`src/rtl/ctrl_pkg.sv`:
```
// ---------------------------------------------------------------------------
// ctrl_pkg
// Shared definitions for the decoder / control-pipeline boundary of the
// 5-stage MIPS core.
//   - Bit positions of the fields inside the 32-bit decoder control word.
//   - Encodings of the ALU operand forwarding selects.
//   - Primary opcodes, shared with the main decoder so both sides agree on
//     which instruction classes exist.
// ---------------------------------------------------------------------------
package ctrl_pkg;

   // Control-word bit positions. ALUOp occupies ALUOP_HI:ALUOP_LO.
   localparam int ALUSRC    = 0;
   localparam int ALUOP_LO  = 1;
   localparam int ALUOP_HI  = 2;
   localparam int REGDST    = 3;
   localparam int MEMREAD   = 4;
   localparam int MEMWRITE  = 5;
   localparam int REGWRITE  = 6;
   localparam int MEMTOREG  = 7;
   localparam int JUMP      = 8;
   localparam int BRANCH    = 9;

   // Number of meaningful low-order control-word bits; everything above is
   // ignored by the pipeline.
   localparam int CTRL_USED = 10;

   // ALU operand source selects.
   localparam logic [1:0] FWD_REG   = 2'b00;  // register file read data
   localparam logic [1:0] FWD_EXMEM = 2'b10;  // EX/MEM ALU result
   localparam logic [1:0] FWD_MEMWB = 2'b01;  // MEM/WB write-back data

   // Primary opcodes (instr[31:26]).
   localparam logic [5:0] OP_RTYPE = 6'h00;
   localparam logic [5:0] OP_J     = 6'h02;
   localparam logic [5:0] OP_BEQ   = 6'h04;
   localparam logic [5:0] OP_ADDI  = 6'h08;
   localparam logic [5:0] OP_LW    = 6'h23;
   localparam logic [5:0] OP_SW    = 6'h2B;

endpackage

```
`src/rtl/ctrl_pipe_fwd_unit.sv`:
```
// ---------------------------------------------------------------------------
// fwd_unit
// Combinational EX-stage forwarding selects for both ALU operands.
// A younger producer (EX/MEM) wins over an older one (MEM/WB); register $0
// is hard-wired to zero and is never forwarded.
//
// Ports:
//   exmem_regwrite_i  EX/MEM RegWrite
//   exmem_wreg_i      EX/MEM destination register
//   memwb_regwrite_i  MEM/WB RegWrite
//   memwb_wreg_i      MEM/WB destination register
//   idex_rs_i         ID/EX rs (operand A source)
//   idex_rt_i         ID/EX rt (operand B source)
//   fwd_a_o           operand A select (FWD_REG / FWD_EXMEM / FWD_MEMWB)
//   fwd_b_o           operand B select, same encoding
// ---------------------------------------------------------------------------
module fwd_unit
   import ctrl_pkg::*;
#(
   parameter int REG_W = 5
) (
   input  logic             exmem_regwrite_i,
   input  logic [REG_W-1:0] exmem_wreg_i,
   input  logic             memwb_regwrite_i,
   input  logic [REG_W-1:0] memwb_wreg_i,
   input  logic [REG_W-1:0] idex_rs_i,
   input  logic [REG_W-1:0] idex_rt_i,
   output logic [1:0]       fwd_a_o,
   output logic [1:0]       fwd_b_o
);

   // A stage is a live producer only if it writes a register other than $0.
   logic exmem_live;
   logic memwb_live;

   always_comb begin
      exmem_live = exmem_regwrite_i & (exmem_wreg_i != '0);
      memwb_live = memwb_regwrite_i & (memwb_wreg_i != '0);

      fwd_a_o = FWD_REG;
      if (exmem_live && (exmem_wreg_i == idex_rs_i)) begin
         fwd_a_o = FWD_EXMEM;
      end else if (memwb_live && (memwb_wreg_i == idex_rs_i)) begin
         fwd_a_o = FWD_MEMWB;
      end

      fwd_b_o = FWD_REG;
      if (exmem_live && (exmem_wreg_i == idex_rt_i)) begin
         fwd_b_o = FWD_EXMEM;
      end else if (memwb_live && (memwb_wreg_i == idex_rt_i)) begin
         fwd_b_o = FWD_MEMWB;
      end
   end

endmodule

```
`src/rtl/ctrl_pipe.sv`:
```
// ---------------------------------------------------------------------------
// ctrl_pipe
// Consumer end of the main decoder's control-word interface. Carries the
// EX/MEM/WB control fields through the ID/EX, EX/MEM and MEM/WB pipeline
// registers and generates load-use stall, branch/jump flush and EX-stage
// forwarding selects for the 5-stage MIPS datapath.
//
// Timing: ctrl_i sampled on edge n is visible on ex_* after edge n, on
// mem_* after edge n+1 and on wb_* after edge n+2. Nothing beyond ID can be
// held; the only hold is stall_o, which freezes PC and IF/ID while this
// block inserts a bubble into ID/EX.
//
// Ports:
//   clk_i           clock, rising edge
//   rst_i           synchronous active-high reset
//   ctrl_i          decoder control word (bits CTRL_USED-1:0 meaningful)
//   rs_i/rt_i/rd_i  ID-stage register fields
//   eq_i            ID-stage register comparator (rs == rt)
//   ex_alusrc_o     ID/EX ALUSrc
//   ex_aluop_o      ID/EX ALUOp
//   ex_wreg_o       EX destination register (rd if RegDst else rt)
//   mem_memread_o   EX/MEM MemRead
//   mem_memwrite_o  EX/MEM MemWrite
//   wb_regwrite_o   MEM/WB RegWrite
//   wb_memtoreg_o   MEM/WB MemToReg
//   wb_wreg_o       MEM/WB write register index
//   fwd_a_o/fwd_b_o ALU operand selects (00 regfile, 10 EX/MEM, 01 MEM/WB)
//   stall_o         hold PC and IF/ID (combinational)
//   flush_o         zero IF/ID (combinational)
// ---------------------------------------------------------------------------
module ctrl_pipe
   import ctrl_pkg::*;
#(
   parameter int REG_W  = 5,
   parameter int CTRL_W = 32
) (
   input  logic              clk_i,
   input  logic              rst_i,
   input  logic [CTRL_W-1:0] ctrl_i,
   input  logic [REG_W-1:0]  rs_i,
   input  logic [REG_W-1:0]  rt_i,
   input  logic [REG_W-1:0]  rd_i,
   input  logic              eq_i,
   output logic              ex_alusrc_o,
   output logic [1:0]        ex_aluop_o,
   output logic [REG_W-1:0]  ex_wreg_o,
   output logic              mem_memread_o,
   output logic              mem_memwrite_o,
   output logic              wb_regwrite_o,
   output logic              wb_memtoreg_o,
   output logic [REG_W-1:0]  wb_wreg_o,
   output logic [1:0]        fwd_a_o,
   output logic [1:0]        fwd_b_o,
   output logic              stall_o,
   output logic              flush_o
);

   // ---------------- ID/EX ----------------
   logic             idex_alusrc_q,   idex_alusrc_d;
   logic [1:0]       idex_aluop_q,    idex_aluop_d;
   logic             idex_regdst_q,   idex_regdst_d;
   logic             idex_memread_q,  idex_memread_d;
   logic             idex_memwrite_q, idex_memwrite_d;
   logic             idex_regwrite_q, idex_regwrite_d;
   logic             idex_memtoreg_q, idex_memtoreg_d;
   logic [REG_W-1:0] idex_rs_q,       idex_rs_d;
   logic [REG_W-1:0] idex_rt_q,       idex_rt_d;
   logic [REG_W-1:0] idex_rd_q,       idex_rd_d;

   // ---------------- EX/MEM ---------------
   logic             exmem_memread_q,  exmem_memread_d;
   logic             exmem_memwrite_q, exmem_memwrite_d;
   logic             exmem_regwrite_q, exmem_regwrite_d;
   logic             exmem_memtoreg_q, exmem_memtoreg_d;
   logic [REG_W-1:0] exmem_wreg_q,     exmem_wreg_d;

   // ---------------- MEM/WB ---------------
   logic             memwb_regwrite_q, memwb_regwrite_d;
   logic             memwb_memtoreg_q, memwb_memtoreg_d;
   logic [REG_W-1:0] memwb_wreg_q,     memwb_wreg_d;

   logic             stall;
   logic             flush;
   logic [REG_W-1:0] ex_wreg;

   // Upper control-word bits are reserved by the decoder and deliberately
   // not consumed here.
   logic unused_ctrl_bits;
   assign unused_ctrl_bits = ^ctrl_i[CTRL_W-1:CTRL_USED];

   always_comb begin
      // Load-use: the load in EX produces its data too late for the
      // instruction now in ID. One bubble is enough because the bubble
      // clears idex_memread_q on the next edge.
      stall = idex_memread_q & ((idex_rt_q == rs_i) | (idex_rt_q == rt_i));

      // A stalled branch must not redirect yet; it re-evaluates next cycle
      // once its operands can be forwarded.
      flush = ~stall & (ctrl_i[JUMP] | (ctrl_i[BRANCH] & eq_i));

      ex_wreg = idex_regdst_q ? idex_rd_q : idex_rt_q;

      // ID/EX: control from the decoder, or all-zero control on a bubble.
      // jump/branch are resolved in ID and never enter ID/EX.
      idex_alusrc_d   = ctrl_i[ALUSRC];
      idex_aluop_d    = ctrl_i[ALUOP_HI:ALUOP_LO];
      idex_regdst_d   = ctrl_i[REGDST];
      idex_memread_d  = ctrl_i[MEMREAD];
      idex_memwrite_d = ctrl_i[MEMWRITE];
      idex_regwrite_d = ctrl_i[REGWRITE];
      idex_memtoreg_d = ctrl_i[MEMTOREG];
      if (stall) begin
         idex_alusrc_d   = 1'b0;
         idex_aluop_d    = 2'b00;
         idex_regdst_d   = 1'b0;
         idex_memread_d  = 1'b0;
         idex_memwrite_d = 1'b0;
         idex_regwrite_d = 1'b0;
         idex_memtoreg_d = 1'b0;
      end
      // Register fields load even during a bubble; with zero control they
      // are harmless.
      idex_rs_d = rs_i;
      idex_rt_d = rt_i;
      idex_rd_d = rd_i;

      // EX/MEM and MEM/WB always advance.
      exmem_memread_d  = idex_memread_q;
      exmem_memwrite_d = idex_memwrite_q;
      exmem_regwrite_d = idex_regwrite_q;
      exmem_memtoreg_d = idex_memtoreg_q;
      exmem_wreg_d     = ex_wreg;

      memwb_regwrite_d = exmem_regwrite_q;
      memwb_memtoreg_d = exmem_memtoreg_q;
      memwb_wreg_d     = exmem_wreg_q;
   end

   // Reset discards everything in flight and takes priority over a stall.
   always_ff @(posedge clk_i) begin
      if (rst_i) begin
         idex_alusrc_q    <= 1'b0;
         idex_aluop_q     <= 2'b00;
         idex_regdst_q    <= 1'b0;
         idex_memread_q   <= 1'b0;
         idex_memwrite_q  <= 1'b0;
         idex_regwrite_q  <= 1'b0;
         idex_memtoreg_q  <= 1'b0;
         idex_rs_q        <= '0;
         idex_rt_q        <= '0;
         idex_rd_q        <= '0;
         exmem_memread_q  <= 1'b0;
         exmem_memwrite_q <= 1'b0;
         exmem_regwrite_q <= 1'b0;
         exmem_memtoreg_q <= 1'b0;
         exmem_wreg_q     <= '0;
         memwb_regwrite_q <= 1'b0;
         memwb_memtoreg_q <= 1'b0;
         memwb_wreg_q     <= '0;
      end else begin
         idex_alusrc_q    <= idex_alusrc_d;
         idex_aluop_q     <= idex_aluop_d;
         idex_regdst_q    <= idex_regdst_d;
         idex_memread_q   <= idex_memread_d;
         idex_memwrite_q  <= idex_memwrite_d;
         idex_regwrite_q  <= idex_regwrite_d;
         idex_memtoreg_q  <= idex_memtoreg_d;
         idex_rs_q        <= idex_rs_d;
         idex_rt_q        <= idex_rt_d;
         idex_rd_q        <= idex_rd_d;
         exmem_memread_q  <= exmem_memread_d;
         exmem_memwrite_q <= exmem_memwrite_d;
         exmem_regwrite_q <= exmem_regwrite_d;
         exmem_memtoreg_q <= exmem_memtoreg_d;
         exmem_wreg_q     <= exmem_wreg_d;
         memwb_regwrite_q <= memwb_regwrite_d;
         memwb_memtoreg_q <= memwb_memtoreg_d;
         memwb_wreg_q     <= memwb_wreg_d;
      end
   end

   // Forwarding looks at current EX contents regardless of stall.
   fwd_unit #(
      .REG_W (REG_W)
   ) u_fwd_unit (
      .exmem_regwrite_i (exmem_regwrite_q),
      .exmem_wreg_i     (exmem_wreg_q),
      .memwb_regwrite_i (memwb_regwrite_q),
      .memwb_wreg_i     (memwb_wreg_q),
      .idex_rs_i        (idex_rs_q),
      .idex_rt_i        (idex_rt_q),
      .fwd_a_o          (fwd_a_o),
      .fwd_b_o          (fwd_b_o)
   );

   assign ex_alusrc_o    = idex_alusrc_q;
   assign ex_aluop_o     = idex_aluop_q;
   assign ex_wreg_o      = ex_wreg;
   assign mem_memread_o  = exmem_memread_q;
   assign mem_memwrite_o = exmem_memwrite_q;
   assign wb_regwrite_o  = memwb_regwrite_q;
   assign wb_memtoreg_o  = memwb_memtoreg_q;
   assign wb_wreg_o      = memwb_wreg_q;
   assign stall_o        = stall;
   assign flush_o        = flush;

endmodule

```
`config.mk`:
```
export PLATFORM = sky130hd
export DESIGN_NAME = ctrl_pipe
export DESIGN_NICKNAME = d
export VERILOG_FILES = /design/src/rtl/ctrl_pkg.sv /design/src/rtl/ctrl_pipe_fwd_unit.sv /design/src/rtl/ctrl_pipe.sv
export SDC_FILE = /design/constraint.sdc
export NUM_CORES = 1
export LEC_CHECK = 0
export ABC_CLOCK_PERIOD_IN_PS = 5550
export CORE_AREA = 2 2 62 64
export CTS_BUF_LIST = sky130_fd_sc_hd__clkbuf_8
export CTS_CLUSTER_SIZE = 24
export DETAILED_ROUTE_END_ITERATION = 10
export DIE_AREA = 0 0 64 66
export GPL_TIMING_DRIVEN = 0
export PLACE_DENSITY = 0.84
export SYNTH_ARGS = -nofsm -noshare
export SYNTH_HDL_FRONTEND = slang
export SYNTH_SLANG_ARGS = --single-unit
```
`constraint.sdc`:
```
create_clock -name clk_i -period 5.55 [get_ports clk_i]
set_clock_uncertainty 0.15 [all_clocks]
set_input_delay 1.11 -clock clk_i [delete_from_list [all_inputs] [get_ports clk_i]]
set_output_delay 1.11 -clock clk_i [all_outputs]
set_load 0.005 [all_outputs]
```
Word level (Yosys, flattened, before mapping)
Index checks and enable logic that the tools add are counted.
{"block": "word_totals", "ff_bits": 39, "input_bits": 50, "output_inout_bits": 23, "word_cells": 44}
{"block": "classes", "eq_ne": 6, "n_mux": 5, "n_bitwise": 8, "reduce_logical": 7}
{"op": "$eq A5 B5 Y1", "n": 6}
{"op": "$reduce_bool A5 Y1", "n": 2}
{"op": "$and A1 B1 Y1", "n": 5}
{"op": "$mux W5", "n": 1}
{"op": "$logic_and A1 B1 Y1", "n": 4}
{"op": "$mux W2", "n": 2}
{"op": "$mux W1", "n": 2}
{"op": "$or A1 B1 Y1", "n": 2}
{"op": "$reduce_or A2 Y1", "n": 1}
{"op": "$not A1 Y1", "n": 1}

Depth between registers and ports, before layout
{"block": "logic_depth", "ltp_word": 5, "mapped_depth": 5, "ltp_nobuf": 4}

Hierarchy
A second synthesis with hierarchy kept.
{"block": "hier_totals", "cells_unflattened": 148, "area_unflattened_um2": 1599.0}
{"mod": "ctrl_pipe", "n_inst": 1, "cells_each": 114, "area_per_inst_um2": 1341.3, "seq_area_each_um2": 780.7}
{"mod": "fwd_unit", "n_inst": 1, "cells_each": 34, "area_per_inst_um2": 257.7, "seq_area_each_um2": 0.0}

Worst setup path before layout
No wires, ideal clock.
{"block": "synth_path", "kind": "input port to output port", "from": "input rs_i[1]", "to": "output flush_o", "arrival_ns": 1.792, "required_time_ns": 4.290, "path_slack_ns": 2.498, "stages": 4, "cell_sequence": "xnor2_1 -> nand4_1 -> o22ai_2 -> nor2_1"}
{"block": "synth_between", "elab_chain_cells": 5}
{"element": "start: declaration", "line_no": "ctrl_pipe.sv:40", "rtl": "input logic [REG_W-1:0] rs_i,"}
{"element": "$eq A5 B5 Y1", "line_no": "ctrl_pipe.sv:95", "rtl": "stall = idex_memread_q & ((idex_rt_q == rs_i) | (idex_rt_q == rt_i));"}
{"element": "$or A1 B1 Y1", "line_no": "ctrl_pipe.sv:95"}
{"element": "$and A1 B1 Y1", "line_no": "ctrl_pipe.sv:95"}
{"element": "net stall_o", "line_no": "ctrl_pipe.sv:54", "rtl": "output logic stall_o,"}
{"element": "$not A1 Y1", "line_no": "ctrl_pipe.sv:99", "rtl": "flush = ~stall & (ctrl_i[JUMP] | (ctrl_i[BRANCH] & eq_i));"}
{"element": "$and A1 B1 Y1", "line_no": "ctrl_pipe.sv:99"}
{"element": "end: declaration", "line_no": "ctrl_pipe.sv:55", "rtl": "output logic flush_o"}
The timed path passes the listed nets, and every way through them passes these cells.

Worst setup path in the final report
{"block": "layout_path", "from": "input rs_i[4]", "to": "output stall_o"}
{"block": "layout_between", "elab_chain_cells": 3}
{"element": "$eq A5 B5 Y1", "line_no": "ctrl_pipe.sv:95"}
{"element": "$or A1 B1 Y1", "line_no": "ctrl_pipe.sv:95"}
{"element": "$and A1 B1 Y1", "line_no": "ctrl_pipe.sv:95"}
{"element": "end: declaration", "line_no": "ctrl_pipe.sv:54"}
No other way between the ends.

==> flow_summary.ini <==
[sta]
drv_slew = 0
rsz0062_at_grt = no
min_period_over_period_pct = 75.0
finalHoldViolCount = 0
slew_headroom_pct = 66.7
fin_tns_setup_ps = 0
tightest_slew_ps = 499
period_minus_slack_ps = 4160
max_freq_mhz = 240
setup_viol = 0

[outcome]
status = finished clean

[power]
finalPower_mw = 0.553
pwr_density_cell_mw_per_mm2 = 256
max-vdd-ir-drop_uv = 184
p_leak_nw = 0.821

[placement]
dp_hpwl_um = 2460
place_area_mm2 = 0.00209
gp_congestion = 0.821
io_buffers = 49

[global_routing]
grt_use_total_pct = 16.3
grt_start_max_net_pins = 11
grt_pass1_vias = 1154
globalRouteOverflowTotal = 0
grt_pass1_wl_um = 5120
antenna_found_initial = 0

[cells_and_area]
antenna_cells = 0
finalNetCount = 247
layout-drive-gt1-share_pct = 8.67
fillers = 305
design_area_mm2 = 0.00216
area_delta_synth_final_pct = 40.6
post-route-util_pct = 60.8
multi_input_area_um2 = 721
seqCellArea_um2 = 781

[floorplan]
fp.dieW_um = 64
row_count = 22
ioPinCount = 73
initial_core_util_pct = 43.2
die_y_um = 66
core_area_mm2 = 0.00355
dieArea_mm2 = 0.00422

[logic_synthesis]
ys_warn_count = 0
synth_top_area_share_pct = 50.9
syn_avg_cell_area_um2 = 10.9
async_flop_share_pct = 0
syn_inst = 141
synth-main-ff-cell = dfxtp_1
yosys-top-cells-area = dfxtp_1 51%, nor2b_1 12%, xnor2_1 9.1%, xor2_1 8.0%, nor3b_1 3.9%
synth_seq_area_share_pct = 50.9
syn-num-nets = 191
ys_top_cells_by_count = 39 x dfxtp_1, 30 x nor2b_1, 16 x xnor2_1, 14 x xor2_1, 9 x clkbuf_1
ys_ff_latch = 39
netlist_area_mm2 = 0.00154
synth_edf_count = 0
synthDistinctLibCells = 18
synth_top_area_cell = dfxtp_1
synth_most_common_cell = dfxtp_1

[clock_tree]
ctsResizeCount = 0
post_cts_buffers = 0
htreeDepth = 2
cts.sinks = 39
path_clk_slew_ps = 70
root_buffer = clkbuf_8
postCtsHoldBufs = 0
clock_latency_ps = 290
numCtsBuffers = 5
clk_path_buf_depth = 2
cts_tree = built

[routing]
routed_wl_um = 3070
drc = 0
drt_iter0_markers = 27
final_antenna_net_count = 0
firstDrtPassIters = 4
wl_per_cell_um = 12.6
viasPerCell = 4.68
dr_total_vias = 1141

[worst_setup_path]
worstPathCellList = clkdlybuf4s50_1, xnor2_1, nand4_1, o22ai_2, clkdlybuf4s50_1
crit_type = input pin to output pin
path_max_fanout = 10
cp.required_ps = 4290
end_kind = output pin
cp_common_cell = clkdlybuf4s50_1
setup.worst_path.start_class = input pin
slowest_delay_ps = 590
crit_arrival_ps = 2900
cpMaxStageDelayCell = clkdlybuf4s50_1

[worst_hold_path]
min_path_type = flip-flop to flip-flop

[job]
max_cap_violations = 0
## per-layer routing
layer	global-route usage [%]	vias to the layer above	share of wire, %
met2	29.0	46	51
met3	6.81	3	8.1
met5	0	-	0
li1	-	568	-
met1	17.4	524	40
met4	4.89	0	1.1
## cell families after synthesis
| logic type | count (synthesis) | share of synthesized area [%] |
|---|---|---|
| flops | 39 | 50.9 |
| xor+xnor | 30 | 17.1 |
| compound gates | 4 | 2.04 |
| simple gates | 54 | 24.1 |
| mux | 5 | 3.67 |
| buf+inv | 9 | 2.20 |
## final timing paths
check,startpoint,endpoint,slack [ps],cells past startpoint
worst max-delay path,rs_i[4],stall_o,1390,5
worst min-delay path,exmem_regwrite_d,exmem_regwrite_q,290,1
worst max register to register,idex_rt_q[3],ex_alusrc_o,3830,5
worst min register to register,exmem_regwrite_d,exmem_regwrite_q,290,1
## placed cells by master (no fill, tap or decap), types with 2 or more instances in the layout
master	instances
nand2_1	2
or4_1	4
clkbuf_8	5
nand4_1	2
clkbuf_1	9
dfxtp_1	39
nor3b_1	8
mux2_2	5
nor2b_1	30
clkdlybuf4s50_1	49
nand3_1	2
xnor2_1	16
xor2_1	14
nor4_2	4
## report_power, final
group / internal, mW / switching (mW)
combinational: 0.0515 / 0.0293
sequential: 0.294 / 0.00880
clock: 0.0818 / 0.0877
total: 0.427 / 0.126
## state kept, by name (all words and copies together) (netlist names)
register and cells:
exmem_wreg_q 5, idex_rd_q 5, idex_rs_q 5, idex_rt_q 5, wb_wreg_o 5, ex_aluop_o 2
ex_alusrc_o 1, exmem_memread_d 1, exmem_memtoreg_d 1, exmem_memtoreg_q 1, exmem_memwrite_d 1, exmem_regwrite_d 1
exmem_regwrite_q 1, idex_regdst_q 1, mem_memread_o 1, mem_memwrite_o 1, wb_memtoreg_o 1, wb_regwrite_o 1
## through the flow
stage	hold WS, ps	setup slack [ps]	cells
2_1_floorplan	264	2500	141
3_3_place_gp	270	1350	238
3_5_place_dp	280	1350	238
4_1_cts	296	1340	244
5_1_grt	316	1250	244
6_report	294	1390	244
## final cells by class
class,count,area share [%]
multi-input cells,93,33.4
clock inverters,1,0.174
clock buffers,5,3.19
flip-flops and latches,39,36.2
plain buffers,9,1.57
well taps,48,2.78
repair buffers,49,22.7
## worst max-delay path: cells and delay by family
kind / cells / cell delay [ps]
AOI/OAI and AO/OA: 1 / 430
and+or+nand+nor: 1 / 130
buffers and inverters: 2 / 1090
xor gates and xnor gates: 1 / 140
Power figures use the tool's default switching activity.
